--- src/rtl/fifo_arb_pkg.sv ---
// rtl/fifo_arb_pkg.sv - shared types and helpers for the FIFO write arbiters
package fifo_arb_pkg;

  typedef enum logic {
    IDLE = 1'b0,
    LOCK = 1'b1
  } arb_state_t;

  // Constant-evaluable ceil(log2(v)).
  function automatic int clog2(input int v);
    int r;
    int x;
    r = 0;
    x = v - 1;
    while (x > 0) begin
      r = r + 1;
      x = x >> 1;
    end
    return r;
  endfunction

endpackage

--- src/rtl/rr_pick.sv ---
// rtl/rr_pick.sv - first set bit at or after a start index, wrapping
module rr_pick
  import fifo_arb_pkg::*;
#(
  parameter int NUM_REQ = 4,
  parameter int IDW     = clog2(NUM_REQ)
) (
  input  logic [NUM_REQ-1:0] valid,
  input  logic [IDW-1:0]     start,
  output logic               found,
  output logic [IDW-1:0]     idx
);

  int             cand;
  logic [IDW-1:0] cand_idx;

  // Scan from farthest to nearest so the nearest valid candidate wins.
  always_comb begin
    found    = 1'b0;
    idx      = '0;
    cand     = 0;
    cand_idx = '0;
    for (int k = NUM_REQ - 1; k >= 0; k--) begin
      cand = int'(start) + k;
      if (cand >= NUM_REQ) cand = cand - NUM_REQ;
      cand_idx = cand[IDW-1:0];
      if (valid[cand_idx]) begin
        found = 1'b1;
        idx   = cand_idx;
      end
    end
  end

endmodule

--- src/rtl/fifo_wr_arbiter.sv ---
// rtl/fifo_wr_arbiter.sv - round-robin packet-locked arbiter for a shared FIFO write port
module fifo_wr_arbiter
  import fifo_arb_pkg::*;
#(
  parameter int NUM_REQ    = 4,
  parameter int DATA_WIDTH = 8,
  parameter int MAX_BURST  = 16,
  parameter int IDW        = clog2(NUM_REQ)
) (
  input  logic                          clk,
  input  logic                          rst_n,
  input  logic [NUM_REQ-1:0]            req_valid,
  input  logic [NUM_REQ*DATA_WIDTH-1:0] req_data,
  input  logic [NUM_REQ-1:0]            req_last,
  output logic [NUM_REQ-1:0]            req_ready,
  output logic [DATA_WIDTH-1:0]         fifo_din,
  output logic                          fifo_wr_en,
  input  logic                          fifo_full,
  input  logic                          fifo_almost_full,
  output logic [IDW-1:0]                grant_id,
  output logic                          busy
);

  localparam int BW = clog2(MAX_BURST + 1);

  arb_state_t     state, state_nxt;
  logic [IDW-1:0] rr_ptr;
  logic [BW-1:0]  beat_cnt;
  logic           pick_found;
  logic [IDW-1:0] pick_idx;
  logic           release_now;

  rr_pick #(
    .NUM_REQ(NUM_REQ),
    .IDW    (IDW)
  ) u_pick (
    .valid(req_valid),
    .start(rr_ptr),
    .found(pick_found),
    .idx  (pick_idx)
  );

  always_comb begin
    req_ready = '0;
    if (state == LOCK && !fifo_full) req_ready[grant_id] = 1'b1;
  end

  assign fifo_wr_en  = req_valid[grant_id] & req_ready[grant_id];
  assign fifo_din    = (state == LOCK) ? req_data[grant_id*DATA_WIDTH +: DATA_WIDTH] : '0;
  assign busy        = (state == LOCK);
  assign release_now = fifo_wr_en &
                       (req_last[grant_id] | (beat_cnt == BW'(MAX_BURST - 1)));

  // almost_full only holds off new grants; a locked packet runs until full.
  always_comb begin
    state_nxt = state;
    case (state)
      IDLE:    if (pick_found && !fifo_almost_full) state_nxt = LOCK;
      LOCK:    if (release_now) state_nxt = IDLE;
      default: state_nxt = IDLE;
    endcase
  end

  always_ff @(posedge clk) begin
    if (!rst_n) begin
      state    <= IDLE;
      rr_ptr   <= '0;
      grant_id <= '0;
      beat_cnt <= '0;
    end else begin
      state <= state_nxt;
      if (state == IDLE && state_nxt == LOCK) begin
        grant_id <= pick_idx;
        beat_cnt <= '0;
      end else if (fifo_wr_en) begin
        if (release_now) begin
          beat_cnt <= '0;
          rr_ptr   <= (grant_id == IDW'(NUM_REQ - 1)) ? '0 : grant_id + 1'b1;
        end else begin
          beat_cnt <= beat_cnt + 1'b1;
        end
      end
    end
  end

endmodule

--- config.mk ---
export PLATFORM = sky130hd
export DESIGN_NAME = fifo_wr_arbiter
export DESIGN_NICKNAME = d
export VERILOG_FILES = /design/src/rtl/fifo_arb_pkg.sv /design/src/rtl/rr_pick.sv /design/src/rtl/fifo_wr_arbiter.sv
export SDC_FILE = /design/constraint.sdc
export NUM_CORES = 1
export LEC_CHECK = 0
export BUFFER_PORTS_ARGS = -buffer_cell sky130_fd_sc_hd__buf_2
export CORE_ASPECT_RATIO = 0.7
export CORE_UTILIZATION = 42
export DETAILED_ROUTE_END_ITERATION = 16
export PLACE_DENSITY = 0.79
export SLEW_MARGIN = 20
export SYNTH_ARGS = -nofsm -noshare
export SYNTH_HDL_FRONTEND = slang
export SYNTH_HIERARCHICAL = 1
export SYNTH_SLANG_ARGS = --single-unit
--- constraint.sdc ---
create_clock -name clk -period 3 [get_ports clk]
set_input_delay 0.15 -clock clk [delete_from_list [all_inputs] [get_ports clk]]
set_output_delay 0.15 -clock clk [all_outputs]
set_load 0.02 [all_outputs]
==> summary.txt, run 1 <==
Placement
  – Placer Congestion: 0.7980
  – Count of buffers from port buffering: between 50 and 60
  – Dpl cells: between 150 and 200
  – Dpl hpwl: about 2300 um

Floorplan
  – IO Pins: 60
  – Row count: 14
  – Die height: around 42 um
  – Initial Util: 44.89%
  – Core box area: ~0.0022 mm2
  – DIE WIDTH: between 50 and 60 um
  – Die area: approximately 0.0025 mm2

Detailed routing
  – Routed WL: ~2700 um
  – Detail Route Antenna Nets: 0
  – Iteration count of the initial detailed-routing pass: 4
  – WL/cell: approximately 14 um
  – Initial DRC count: 20
  – Vias: between 1000 and 1500
  – Via density: 5.436
  – Residual DRC: 0

Cells and area
  – Fin util: 61.09%
  – Commonest non-fill, non-tap cell in the layout: buf_2
  – Fill cell count: slightly below 200
  – Syn-to-layout area delta: 36.09%
  – Post-Layout Cell Count: approximately 200
  – Share of layout cells above drive strength 1: 47.24%
  – NumNets Final: roughly 220
  – Antenna cells: 0
  – Most frequent cells in the layout: 59 x buf_2, 12 x and2_1, 10 x nor2_1, 10 x dfxtp_1, 9 x mux4_2

Worst setup path
  – CP max stage cell: dfxtp_1
  – Crit path launch type: flip-flop
  – Crit Path Max Fanout: 15
  – FF-to-FF setup slack: between 600 and 700 ps
  – Max incr delay on CP: 720 ps
  – Data required, critical path: 2850 ps
  – CP Capture Type: output port
  – CP Data Arrival Time: approximately 2400 ps
  – Source of the critical timing path: grant_id[1]
  – Reg2reg path depth: 6
  – Setup CP Type: flip-flop to output port
  – CP Cell Sequence: inv_1 -> ha_1 -> and2_1 -> a311oi_2 -> nor2_1 -> buf_2
  – Worst R2R Start: grant_id[0]

Timing
  – RSZ-0062 raised after global routing: no
  – Final worst-path cycle share: 84.85%
  – Minimum clock period: around 2500 ps
  – Clock Skew: about 1.8 ps
  – Pins Over Slew Limit: 0
  – Least-Margin Pin Slew: around 650 ps
  – Fmax: roughly 400 MHz
  – TNS Setup: 0 ps
  – Final setup viols: 0
  – Slew HR: between 50 and 60%
  – Final Hold Fails: 0

Logic synthesis
  – Synth Warn #: 6
  – Syn Std Cell Area: roughly 970 um2
  – FF+latch count, synth: 10
  – Syn_nets: between 150 and 200
  – Avg Inst Size Synth: 9.300 um2
  – Post-synth cell types: 32
  – Synthesized instance count: approximately 100
  – Seq/Total Area, Yosys: about a fifth

Pwr
  – Pwr Total: roughly 0.00037 W
  – Sw power: roughly 0.00012 W
  – Int Power: around 0.00025 W
  – Net Sw Frac: between 30% and 40%
  – Clock Power Share: around 25%
  – Pwr/cell area: around 280 mW/mm2
  – Reg power frac: around two fifths
  – Worst vdd ir: ~0.22 mV
  – Comb pwr share: between 30% and 40%
  – LEAKAGE: 0.5993 nW

Clocking
  – Clk_lat worst skew: roughly 260 ps
  – CTS buffer count: 3
  – Root Buffer: clkbuf_4
  – Resize count post-CTS: 0
  – H-tree level count: 1
  – Reg clk slew, reported paths: approximately 60 ps
  – Cts hold-fix bufs: 0
  – Clock Sinks: 10
  – CTS tree: built
  – Post-CTS Setup Repair Bufs: 0
  – Max Buffers Root-to-Sink: 2

GRT
  – Gr usage total: ~23%
  – Largest net degree at the start of global routing: 16
  – Vias in the first global route: around 1000
  – First-pass GRT wire length: about 4300 um
  – Antenna violations before repair: 0
  – Overflow after GRT: 0

Job
  – Max Cap Viol: 0

Min path
  – Hold Path Class: primary input to flip-flop
  – Hold Path Stages: 3
  – HP Start: rst_n

Run status
  – Status: finished, final reports clean
## logic make-up after synthesis
family | Yosys count | share of synthesized area [%]
buffers and inverters | 7 | 2.845
AND/OR/NAND/NOR | 52 | 31.31
AO/OA/AOI/OAI | 17 | 13.32
multiplexers | 12 | 24.06
flip-flops | 10 | 20.70
adder cells (fa/ha/maj) | 6 | 7.762
## final timing paths
| path | endpoint |
|---|---|
| worst min-delay path | busy |
| worst max register to register | beat_cnt[3] |
| worst min register to register | beat_cnt[3] |
| worst max-delay path | fifo_wr_en |
## per-stage QoR
stage          hold WS [ps]  setup WS (ps)  cell area (um2)
2_1_floorplan         278.2          667.8            967.2
3_3_place_gp          462.2          781.0             1294
3_5_place_dp          467.9          630.9             1294
4_1_cts               184.2          456.6             1316
5_1_grt               198.6          295.9             1316
6_report              189.5          454.4             1316
## metal layers
| metal | global-route usage [%] | part of all wire (%) | vias up |
|---|---|---|---|
| li1 | - | - | 507 |
| met1 | 24.42 | 40 | 505 |
| met2 | 42.47 | 54 | 39 |
| met3 | 7.407 | 5.0 | 9 |
| met4 | 5.714 | 1.2 | 0 |
| met5 | 0 | 0 | - |
## worst max-delay path, delay by kind of cell, from the launching register on
kind | cells | cell delay (ps)
buffers and inverters | 2 | 350
and+or+nand+nor | 2 | 230
DFF | 1 | 720
AOI/OAI and AO/OA | 1 | 610
adders and majority gates | 1 | 210
## cell usage after synthesis, drive strengths merged
master | count | share of area [%]
nand2 | 6 | 2.3
a311oi | 1 | 1.6
nor2b | 7 | 4.5
o31ai | 1 | 0.78
o211ai | 1 | 0.78
nand2b | 3 | 1.9
clkbuf | 3 | 1.2
o311ai | 2 | 1.8
buf | 1 | 0.52
inv | 3 | 1.2
nor2 | 10 | 3.9
dfxtp | 10 | 21
nand4 | 1 | 0.65
o21ai | 4 | 2.1
or4b | 1 | 1.0
a211oi | 2 | 2.1
or3 | 1 | 1.2
o41ai | 1 | 1.7
and3 | 3 | 1.9
or2 | 1 | 0.65
nor3b | 3 | 2.8
mux2i | 3 | 3.1
nand3 | 2 | 1.0
a21oi | 5 | 2.6
and2 | 12 | 7.8
or4 | 1 | 0.78
mux4 | 9 | 21
nand3b | 1 | 0.78
ha | 6 | 7.8
## layout make-up
cell class                      count  area (um2)  share of cell area [%]
Tap cell                           32       40.04                   3.042
Multi-Input combinational cell     87       739.5                   56.18
Timing Repair Buffer               60       302.8                   23.00
Clock buffer                        3       22.52                   1.711
Inverter                            3       11.26                  0.8555
Sequential cell                    10       200.2                   15.21
## sequential cells by signal (all words and copies together) (netlist names)
name      count
beat_cnt      5
rr_ptr        2
busy          1
grant_id      2
## power groups by stage
stage	sequential (W)	clock, W	combinational, W
finish	0.000148	0.0000923	0.000129
detailed placement	0.000152	0	0.000129
global placement	0.000151	0	0.000124
floorplan	0.000147	0	0.0000779
CTS	0.000149	0.0000926	0.000129
global route	0.000150	0.000101	0.000139
No activity file was read; power rests on OpenSTA's default activity.
==> inputs of run 2 (changes only) <==
--- a/config.mk
+++ b/config.mk
@@ -7,9 +7,9 @@
 export LEC_CHECK = 0
 export BUFFER_PORTS_ARGS = -buffer_cell sky130_fd_sc_hd__buf_2
 export CORE_ASPECT_RATIO = 0.7
-export CORE_UTILIZATION = 42
+export CORE_UTILIZATION = 38
 export DETAILED_ROUTE_END_ITERATION = 16
-export PLACE_DENSITY = 0.79
+export PLACE_DENSITY = 0.75
 export SLEW_MARGIN = 20
 export SYNTH_ARGS = -nofsm -noshare
 export SYNTH_HDL_FRONTEND = slang
==> constraint.sdc (replaced) <==
create_clock -name clk -period 2.05 [get_ports clk]
set_input_delay 0.1025 -clock clk [delete_from_list [all_inputs] [get_ports clk]]
set_output_delay 0.1025 -clock clk [all_outputs]
set_load 0.02 [all_outputs]
==> run 2 against run 1 <==
Effect of this change: critical path depth unchanged; routed wire length is 4.2% higher; via count shrank 1.1%; clock power is 100% higher; clock-buffer cell count is 1 higher; critical endpoint is now beat_cnt[3]; power increased by 66%; worst hold slack worse by 45 ps; non-clock buffer count increased by 8; largest power group is now combinational cells; clock skew up 9.0 ps; sequential share of layout area shrank 0.81 points; cell area rose by 8.3%.
==> summary.txt, run 2 (synthesis gave the netlist of run 1 again) <==
Run status
  – Status: finished, final reports clean

Timing
  – Final worst-path cycle share: 95.22%
  – Final setup viols: 0
  – Clock Skew: between 10 and 15 ps
  – Pins Over Slew Limit: 0
  – Slew HR: 73.43%
  – Least-Margin Pin Slew: just under 400 ps
  – Hold slack: roughly 140 ps
  – RSZ-0062 raised after global routing: no
  – Final Hold Fails: 0
  – Fmax: just over 500 MHz
  – Minimum clock period: just under 2000 ps
  – Worst setup margin: 97.97 ps
  – TNS Setup: 0 ps

GRT
  – Grt peak-use layer: met2
  – Grt met1 use: between 20% and 30%
  – Grt met2 use: 42.20%
  – Largest net degree at the start of global routing: 11
  – Met3 GRT Util: 5.155%
  – Antenna violations before repair: 0
  – Gr usage total: between 20% and 30%
  – First-pass GRT wire length: around 4700 um
  – Vias in the first global route: 998
  – Overflow after GRT: 0

Pwr
  – Pwr/cell area: approximately 430 mW/mm2
  – Int Power: roughly 0.00042 W
  – Comb pwr share: between 30% and 40%
  – Clock Power Share: about 30%
  – Net Sw Frac: between 30% and 40%
  – Sw power: around 0.00019 W
  – Reg power frac: between 30% and 40%
  – Worst vdd ir: 0.2377 mV
  – LEAKAGE: between 0.6 and 0.7 nW

Placement
  – Dpl hpwl: 2420 um
  – Count of buffers from port buffering: 59
  – Setup WS pre-CTS: about 77 ps
  – Placer Congestion: 0.8380

Worst setup path
  – CP Capture Type: flip-flop
  – Crit path launch type: flip-flop
  – CP Data Arrival Time: 2120 ps
  – Data required, critical path: about 2200 ps
  – Crit Path Max Fanout: 6
  – Setup CP Type: flip-flop to flip-flop

Clocking
  – H-tree level count: 1
  – Reg clk slew, reported paths: approximately 80 ps
  – Root Buffer: clkbuf_4
  – CTS buffer count: 3
  – Max Buffers Root-to-Sink: 2
  – CTS tree: built
  – Clock Sinks: 10
  – Clk_lat worst skew: 280 ps

Detailed routing
  – WL/cell: 13.97 um
  – Residual DRC: 0
  – Iteration count of the initial detailed-routing pass: 4
  – Via density: between 5 and 6
  – Detail Route Antenna Nets: 0
  – Routed WL: between 2000 and 3000 um
  – Initial DRC count: 40
  – Vias: approximately 1000

Floorplan
  – Row count: 14
  – Die height: around 44 um
  – Core box area: 0.002277 mm2
  – Initial Util: a little over two fifths
  – Die area: between 0.002 and 0.003 mm2
  – IO Pins: 60
  – DIE WIDTH: about 62 um

Cells and area
  – NumNets Final: between 200 and 250
  – Antenna cells: 0
  – Syn-to-layout area delta: 47.35%
  – Max reg flops: 5
  – Commonest non-fill, non-tap cell in the layout: buf_2
  – Biggest register: beat_cnt
  – Most frequent cells in the layout: 59 x buf_2, 12 x and2_1, 10 x nor2_1
  – Share of layout cells above drive strength 1: 52.91%
  – Regs by FF count: beat_cnt (5), grant_id (2), rr_ptr (2)
  – Fill cell count: about 220

Min path
  – Hold Path Class: primary input to flip-flop

Job
  – Max Cap Viol: 0
## run 2: area by class of cell
cell class | instances | area (um2) | share of cell area (%)
Clock buffer | 4 | 36.28 | 2.546
Inverter | 3 | 11.26 | 0.7902
Multi-Input combinational cell | 87 | 765.7 | 53.73
Sequential cell | 10 | 205.2 | 14.40
Tap cell | 32 | 40.04 | 2.809
Timing Repair Buffer | 68 | 366.6 | 25.72
## run 2: critical path, stage by stage (launching register included)
cell,delay [ps]
dfxtp_1,350
ha_1,230
and3_1,190
ha_1,170
or2_4,270
or3_4,350
o41ai_2,290
## run 2: path summary, 6_finish.rpt
| check | start | end | slack (ps) | cells after the start |
|---|---|---|---|---|
| max reg2reg | beat_cnt[0] | beat_cnt[3] | 100 | 6 |
| min reg2reg | beat_cnt[4] | beat_cnt[4] | 490 | 2 |
| max | beat_cnt[0] | beat_cnt[3] | 100 | 6 |
| min | rst_n | rr_ptr[0] | 140 | 3 |
## run 2: per-stage QoR
stage,power [W],utilization (%),area (um2),std cells
floorplan,0.0003333,-,987.2,104
global placement,0.0004130,58.74,1338,196
detailed placement,0.0004205,58.74,1338,196
CTS,0.0006060,60.66,1381,201
global route,0.0006463,62.58,1425,204
finish,0.0006134,62.58,1425,204
## run 2: layer usage
layer | vias up | part of all wire, % | wire [um]
met4 | 0 | 0.88 | 25
met5 | - | 0 | 0
met3 | 5 | 3.9 | 112
met2 | 25 | 50 | 1438
met1 | 494 | 45 | 1273
li1 | 524 | - | -
## run 2: repair_timing
item                       CTS  global route
hold endpoints to repair     0             0
setup buffers                1             3
pin swaps                    1             1
setup endpoints to repair    1             8
hold buffers                 0             0
resized for setup            0             6
## run 2: power by group through the flow
stage	sequential [W]	combinational (W)	clock, W
2_1_floorplan	0.000216	0.000117	0
3_3_place_gp	0.000214	0.000199	0
3_5_place_dp	0.000215	0.000205	0
4_1_cts	0.000211	0.000208	0.000187
5_1_grt	0.000212	0.000237	0.000198
6_report	0.000211	0.000218	0.000185
==> inputs of run 3 (changes only) <==
==> constraint.sdc (replaced) <==
create_clock -name clk -period 2.05 [get_ports clk]
set_input_delay 0.1025 -clock clk [delete_from_list [all_inputs] [get_ports clk]]
set_output_delay 0.1025 -clock clk [all_outputs]
set_load 0.1 [all_outputs]
==> run 3 against run 2 <==
Effect of this change: core utilization rose by 1.0 points; global-route usage rose by 0.82 points; clock-buffer cell count unchanged; cell area rose by 1.7%; via count up 1.8%; worst setup slack worse by 77 ps; sequential power hardly changed; power rose by 19%; die area is the same; critical path type unchanged; critical endpoint unchanged; highest routed layer unchanged.
==> summary.txt, run 3 (synthesis gave the netlist of run 1 again) <==
Run status
  – Status: finished, final reports clean

Clocking
  – Max Buffers Root-to-Sink: 2
  – CTS buffer count: 3
  – Reg clk slew, reported paths: approximately 70 ps
  – H-tree level count: 1
  – CTS tree: built
  – Clk_lat worst skew: between 200 and 300 ps
  – Root Buffer: clkbuf_4
  – Clock Sinks: 10

Placement
  – Dpl cells: 193
  – Dpl hpwl: roughly 2200 um
  – Count of buffers from port buffering: 59
  – Setup WS pre-CTS: between 150 and 200 ps
  – Placer Congestion: between 0.7 and 0.8

Min path
  – Hold Path Class: primary input to flip-flop
  – HP Start: rst_n
  – Hold Path Stages: 3
  – Hold Path End: rr_ptr[0]

GRT
  – Vias in the first global route: roughly 1000
  – First-pass GRT wire length: approximately 4800 um
  – Gr usage total: 22.98%
  – Antenna violations before repair: 0
  – Overflow after GRT: 0
  – Largest net degree at the start of global routing: 16

Pwr
  – Net Sw Frac: around 43%
  – Clock Power Share: approximately a quarter
  – Int Power: 0.0004203 W
  – Reg power frac: around 29%
  – Sw power: 0.0003122 W
  – Pwr/cell area: a little over 500 mW/mm2
  – Comb pwr share: a little under half
  – LEAKAGE: 0.6530 nW
  – Worst vdd ir: 0.2850 mV

Cells and area
  – Fin util: a little under two thirds
  – Regs by FF count: beat_cnt (5), grant_id (2), rr_ptr (2)
  – Commonest non-fill, non-tap cell in the layout: buf_2
  – NumNets Final: 221
  – Fill cell count: approximately 200
  – Share of layout cells above drive strength 1: about 55%
  – Most frequent cells in the layout: 58 x buf_2, 11 x and2_1, 9 x mux4_2, 9 x nor2_1, 7 x dfxtp_1
  – Antenna cells: 0
  – Footprint of the multi-input gates: around 780 um2
  – Post-Layout Cell Count: approximately 200
  – FF/Latch Area: about 210 um2
  – Biggest register: beat_cnt
  – Max reg flops: 5
  – Syn-to-layout area delta: 49.81%

Timing
  – Clock Skew: about 0.38 ps
  – Final setup viols: 0
  – Worst setup margin: approximately 21 ps
  – Final worst-path cycle share: a little over nine tenths
  – Pins Over Slew Limit: 0
  – Hold slack: roughly 140 ps
  – Final Hold Fails: 0
  – Least-Margin Pin Slew: 533.2 ps
  – Fmax: slightly below 500 MHz
  – Slew HR: about 64%
  – Minimum clock period: about 2000 ps

Floorplan
  – IO Pins: 60
  – Initial Util: 42.47%
  – Row count: 14
  – Die area: around 0.0028 mm2
  – DIE WIDTH: 62.30 um
  – Core box area: approximately 0.0023 mm2
  – Die height: around 44 um

Detailed routing
  – Detail Route Antenna Nets: 0
  – Iteration count of the initial detailed-routing pass: 4
  – Vias: ~1100
  – Initial DRC count: 42
  – Residual DRC: 0
  – WL/cell: about 14 um
  – Via density: around 5.3
  – Routed WL: ~2800 um

Worst setup path
  – FF-to-FF setup slack: 20 ps
  – Crit path launch type: flip-flop
  – CP Capture Type: flip-flop
  – Worst R2R Start: busy
  – Worst R2R End: beat_cnt[3]
  – Setup CP Type: flip-flop to flip-flop
  – CP Data Arrival Time: 2170 ps
  – Reg2reg path depth: 6
  – Crit Path Max Fanout: 13
  – Data required, critical path: around 2200 ps

Job
  – Max Cap Viol: 0
## run 3: power groups by stage
| stage | Combinational [W] | Sequential, W | Clock (W) |
|---|---|---|---|
| CTS | 0.000320 | 0.000215 | 0.000193 |
| detailed placement | 0.000316 | 0.000220 | 0 |
| global route | 0.000351 | 0.000214 | 0.000206 |
| global placement | 0.000312 | 0.000218 | 0 |
| finish | 0.000332 | 0.000211 | 0.000189 |
| floorplan | 0.000219 | 0.000239 | 0 |
## run 3: timing repair
action	4_1_cts	5_1_grt
resized for setup	1	1
hold buffers	0	0
setup endpoints to repair	1	2
pin swaps	1	0
setup buffers	1	4
## run 3: worst max path at each step
stage	cells after the start	end	startpoint	slack (ps)
after floorplan	7	beat_cnt[3]	grant_id[1]	-20
after global placement	6	beat_cnt[1]	beat_cnt[0]	190
final	6	beat_cnt[3]	busy	20
after detailed placement	6	beat_cnt[1]	beat_cnt[0]	170
after global routing	6	beat_cnt[3]	busy	-50
after CTS	5	fifo_wr_en	grant_id[1]	80
## run 3: metal layers
layer  global-route usage, %  vias to the layer above  share of wire (%)
met3                   5.670                        6                5.7
met5                       0                        -                  0
met1                   27.91                      507                 42
met4                   10.23                        0                2.5
li1                        -                      520                  -
met2                   39.78                       34                 50
## run 3: layout make-up
type	count	area share, %
clock buffers	4	2.504
inverters	3	1.123
multi-input cells	87	53.71
flip-flops and latches	10	14.59
well taps	32	2.763
repair buffers	66	25.30
## run 3: critical path, stage by stage, from the launching register on
cell	delay, ps
dfxtp_4	410
nor3b_1	290
and3_1	250
a311oi_4	60
buf_4	190
o311ai_0	510
o41ai_2	160
## run 3: metrics by stage
| stage | cell area (um2) | setup TNS [ps] | total power [W] |
|---|---|---|---|
| floorplan | 1054 | -39.23 | 0.0004582 |
| finish | 1449 | 0 | 0.0007324 |
| detailed placement | 1356 | 0 | 0.0005355 |
| global route | 1449 | -48.73 | 0.0007705 |
| global placement | 1356 | 0 | 0.0005295 |
| CTS | 1403 | 0 | 0.0007281 |
